File: src/rtl/cache_mem_arbiter.sv
// Purpose: shares one pmem port between I-cache and D-cache, one line transfer at a time (ARB_ROUND_ROBIN_EN: alternate on ties).
// Latency: grant on the edge a request is seen, strobe the cycle after, resp combinational with pmem_resp.
// Backpressure: a requester holds its level request until its resp pulse; the loser waits through one IDLE cycle.
module cache_mem_arbiter #(
    parameter int ADDR_W = 16,
    parameter int LINE_W = 128
) (
    input  logic              clk,
    input  logic              rst_n,
    input  logic              i_read,
    input  logic [ADDR_W-1:0] i_addr,
    output logic [LINE_W-1:0] i_rdata,
    output logic              i_resp,
    input  logic              d_read,
    input  logic              d_write,
    input  logic [ADDR_W-1:0] d_addr,
    input  logic [LINE_W-1:0] d_wdata,
    output logic [LINE_W-1:0] d_rdata,
    output logic              d_resp,
    output logic              pmem_read,
    output logic              pmem_write,
    output logic [ADDR_W-1:0] pmem_addr,
    output logic [LINE_W-1:0] pmem_wdata,
    input  logic [LINE_W-1:0] pmem_rdata,
    input  logic              pmem_resp
);

    typedef enum logic [1:0] {IDLE, SERVE_I, SERVE_D} state_t;

    state_t state, state_nxt;
    logic   op_write_q;
    logic   d_req;
    logic   grant_i;
    logic   grant_d;

    // A simultaneous read and write from the D-cache is a write-back first.
    assign d_req = d_read | d_write;

`ifdef ARB_ROUND_ROBIN_EN
    logic last_grant_d;

    always_ff @(posedge clk or negedge rst_n) begin
        if (!rst_n) begin
            last_grant_d <= 1'b1;
        end else if (grant_d) begin
            last_grant_d <= 1'b1;
        end else if (grant_i) begin
            last_grant_d <= 1'b0;
        end
    end

    assign grant_d = (state == IDLE) && d_req && (!i_read || !last_grant_d);
`else
    assign grant_d = (state == IDLE) && d_req;
`endif

    assign grant_i = (state == IDLE) && i_read && !grant_d;

    always_comb begin
        state_nxt = state;
        case (state)
            IDLE: begin
                if (grant_d) begin
                    state_nxt = SERVE_D;
                end else if (grant_i) begin
                    state_nxt = SERVE_I;
                end
            end
            SERVE_I: if (pmem_resp) state_nxt = IDLE;
            SERVE_D: if (pmem_resp) state_nxt = IDLE;
            default: state_nxt = IDLE;
        endcase
    end

    always_ff @(posedge clk or negedge rst_n) begin
        if (!rst_n) begin
            state <= IDLE;
        end else begin
            state <= state_nxt;
        end
    end

    // Latched copies drive pmem so requesters may change their inputs mid-transfer.
    always_ff @(posedge clk or negedge rst_n) begin
        if (!rst_n) begin
            pmem_addr  <= '0;
            pmem_wdata <= '0;
            op_write_q <= 1'b0;
        end else if (grant_d) begin
            pmem_addr  <= d_addr;
            pmem_wdata <= d_wdata;
            op_write_q <= d_write;
        end else if (grant_i) begin
            pmem_addr  <= i_addr;
            op_write_q <= 1'b0;
        end
    end

    always_comb begin
        pmem_read  = 1'b0;
        pmem_write = 1'b0;
        i_resp     = 1'b0;
        d_resp     = 1'b0;
        case (state)
            SERVE_I: begin
                pmem_read = 1'b1;
                i_resp    = pmem_resp;
            end
            SERVE_D: begin
                pmem_write = op_write_q;
                pmem_read  = ~op_write_q;
                d_resp     = pmem_resp;
            end
            default: ;
        endcase
    end

    assign i_rdata = pmem_rdata;
    assign d_rdata = pmem_rdata;

endmodule
File: config.mk
export PLATFORM = sky130hd
export DESIGN_NAME = cache_mem_arbiter
export DESIGN_NICKNAME = d
export VERILOG_FILES = /design/src/rtl/cache_mem_arbiter.sv
export SDC_FILE = /design/constraint.sdc
export NUM_CORES = 1
export LEC_CHECK = 0
export ABC_CLOCK_PERIOD_IN_PS = 3000
export CORE_AREA = 2 2 275 277
export CTS_CLUSTER_DIAMETER = 80
export DETAILED_ROUTE_END_ITERATION = 8
export DIE_AREA = 0 0 277 279
export MAX_ROUTING_LAYER = met4
export SYNTH_ARGS = -nofsm -noshare
export SYNTH_HDL_FRONTEND = slang
export SYNTH_SLANG_ARGS = --single-unit
File: constraint.sdc
create_clock -name clk -period 3 [get_ports clk]
set_input_delay 0.75 -clock clk [delete_from_list [all_inputs] [get_ports clk]]
set_output_delay 0.75 -clock clk [all_outputs]
set_load 0.05 [all_outputs]
==> results by group <==
Place
  – Dpl ws: 0.4452 ns
  – Post-Place Cells: 1641
  – Placed Area: 10130 um2
  – Placed wire-length estimate: 17530 um
  – Gp weighted congestion: about 0.74
  – IO Port Bufs: 313

Setup path
  – RR Endpoint: pmem_wdata[79]
  – Reg2Reg Depth: 6
  – Startpoint types: register
  – WP depth: 4
  – Worst r2r src: state[0]
  – Buf/Inv on CP: 2
  – Top cell family by delay on the critical path: buffers and inverters
  – Worst path cell trace: inv_1 -> ha_1 -> and2_1 -> clkdlybuf4s50_1
  – Crit-path max FO: 3
  – Crit end category: output pin
  – CP Data Required Time: 2.25 ns
  – Worst Setup SP: state[0]
  – Arrival @ worst endpoint: roughly 2.1 ns
  – Slowest cell delay on critical path: around 0.81 ns
  – Setup crit end: pmem_write
  – R2R Setup Slk: 1.16 ns
  – WS Path Type: reg2out
  – Slowest-stage cell, CP: clkdlybuf4s50_1

Cells and area
  – Filler cell count in the final layout: 8290
  – Finished Core Util: 14.53%
  – Layout cells sized above 1: 26.60%
  – Layout Cell Area excl Fill: about 11000 um2
  – P&R area growth vs syn: 40.00%
  – Nets: 988
  – Non-filler cells, final: 1673

Global routing
  – Largest net degree at the start of global routing: 57
  – First-pass GRT wire length: approximately 33000 um
  – Antenna violations before repair: 5
  – Gr ovfl total: 0
  – Vias in the first global route: 5160
  – Tot GR Track Use: just over 6%

STA
  – Ratio of final minimum period to clock period: 94.14%
  – Upper clock frequency limit: 354.1 MHz
  – Final slew viol count: 0
  – Layout Skew: about 0.020 ns
  – Hold Slack: 0.1989 ns
  – Final Hold Vio Count: 0
  – RSZ-0062 raised after global routing: false
  – Fin worst setup slack: 0.1759 ns
  – Setup_tns: 0 ns
  – Max-slew headroom: 46.78%
  – # setup viols final: 0
  – Minimum clock period: 2.824 ns
  – Measured slew at the worst slew-check pin: 0.7983 ns

Routing
  – Drt drc: 0
  – Vias per cell: 2.767
  – WL/cell: approximately 14 um
  – 1st-iter DRT viols: 114
  – Routed Antenna Nets: 0
  – WL final: 23220 um
  – DR vias: 4630
  – First drt pass iteration count: 6

Yosys
  – Synth Warn #: 0
  – Synth cell types: 22
  – Area contributors post-synth: dfrtp_1 48%, buf_4 25%, mux2_2 19%
  – Syn avg cell area: 12.38 um2
  – Post-synth top area share: 47.84%
  – Syn_nets: 918
  – Mapped cell area: between 7000 and 8000 um2
  – Synth area leader: dfrtp_1
  – Cells after synthesis: 621
  – Register area share after synthesis: 47.84%
  – Yosys reg bits: 147

Die
  – Core area: between 70000 and 80000 um2
  – Boundary pin count: approximately 700
  – Die footprint: between 70000 and 80000 um2
  – Height of the die: between 200 and 300 um
  – Horiz. Die Dim: 277 um
  – Rows: 100
  – Initial Util: 10.38%

Run status
  – Status: finished, final reports clean

Run
  – # Max-Cap Violations: 0

Clock network
  – H-tree Lvls: 4
  – Clock Latency Late Sink: 0.48 ns
  – Clock-pin transition on the worst setup and hold timing paths: 0.07 ns
  – Clk sink count: 147
  – CTS root buf: clkbuf_16
  – TritonCTS buffer count: 17
  – Setup bufs post-CTS: 0
  – Max Root-Sink Buffers: 2
  – CTS tree: yes

Min path
  – HP Class: in2async

Pwr
  – VDD IR max: 667.3 uV
  – Leakage: 4.024 nW
  – Total power divided by cell area: between 1000 and 1500 nW/um2
  – Tot Pwr: 14.30 mW
[kinds of logic (layout without fill, tap and decap cells)]
| family | after synthesis | in the layout | share of synthesized area [%] |
|---|---|---|---|
| simple gates | 24 | 24 | 1.481 |
| compound gates | 41 | 41 | 3.938 |
| fa+ha+maj | 3 | 3 | 0.4883 |
| mux | 128 | 128 | 18.75 |
| flops | 147 | 147 | 47.84 |
| other cells | 0 | 1 | 0 |
| buf+inv | 278 | 360 | 27.50 |
[routing by layer]
layer  GRT usage (%)  wire length, um  vias to the layer above
li1                -                -                     1950
met1           5.901             8258                     2196
met2           8.807            10320                      358
met3           3.539             2825                      126
met4           5.532             1821                        0
met5               -                0                        -
[where the power goes]
part | switching [mW] | internal [mW] | total (mW)
Sequential | 0.545 | 3.01 | 3.55
Combinational | 5.14 | 3.14 | 8.28
Clock | 1.04 | 1.43 | 2.47
Total | 6.72 | 7.58 | 14.3
[cells in the mapped netlist]
cell and number:
o21ai_1 1, inv_1 2, buf_2 1, o31a_1 1, nor2_2 1, nor2_1 16, and2_1 3, or2b_1 1
or3b_1 1, clkbuf_1 2, o22ai_1 7, a22o_1 2, nor2b_1 2, o22ai_2 10, a21oi_1 18, buf_4 261
o21ai_0 1, buf_6 12, mux2_2 128, ha_1 3, o21a_1 1, dfrtp_1 147
[cells in the final DEF (no fill, tap or decap), drive strengths merged, types with 3 or more instances in the layout]
cell,count
clkdlybuf4s50,309
dfrtp,147
mux2,128
clkbuf,19
a21oi,18
nor2,17
o22ai,17
buf,17
inv,7
bufinv,4
and2,3
ha,3
clkinv,3
[registers in the layout, indices dropped and copies added (netlist names)]
signal      flops
op_write_q      1
pmem_addr      16
pmem_wdata    128
state           2
[layout make-up]
class | count | area (um2) | share of cell area, %
Inverter | 2 | 7.507 | 0.06974
Tap cell | 969 | 1212 | 11.26
Multi-Input combinational cell | 196 | 1907 | 17.71
Clock buffer | 19 | 442.9 | 4.115
Clock inverter | 12 | 192.7 | 1.790
Sequential cell | 147 | 3679 | 34.17
Antenna cell | 1 | 2.502 | 0.02325
Timing Repair Buffer | 327 | 3321 | 30.85
[worst min-delay path by stage]
stage,end,slack (ns),cells past startpoint
2_1_floorplan,op_write_q,0.45,0
3_3_place_gp,pmem_wdata[33],0.49,1
3_5_place_dp,pmem_wdata[87],0.49,1
4_1_cts,pmem_wdata[41],0.15,1
5_1_grt,pmem_wdata[67],0.19,1
6_report,pmem_wdata[96],0.20,1
[worst reg2reg max path: stages (launching register included)]
cell and delay [ns]:
dfrtp_1 0.35, inv_1 0.08, ha_1 0.30, o21ai_4 0.13, buf_12 0.17, buf_12 0.21
mux2_2 0.47
[what timing repair did]
action	4_1_cts	5_1_grt
gates resized for setup	1	0
hold buffers	0	0
setup endpoints to repair	1	0
No activity file was read; power rests on OpenSTA's default activity.
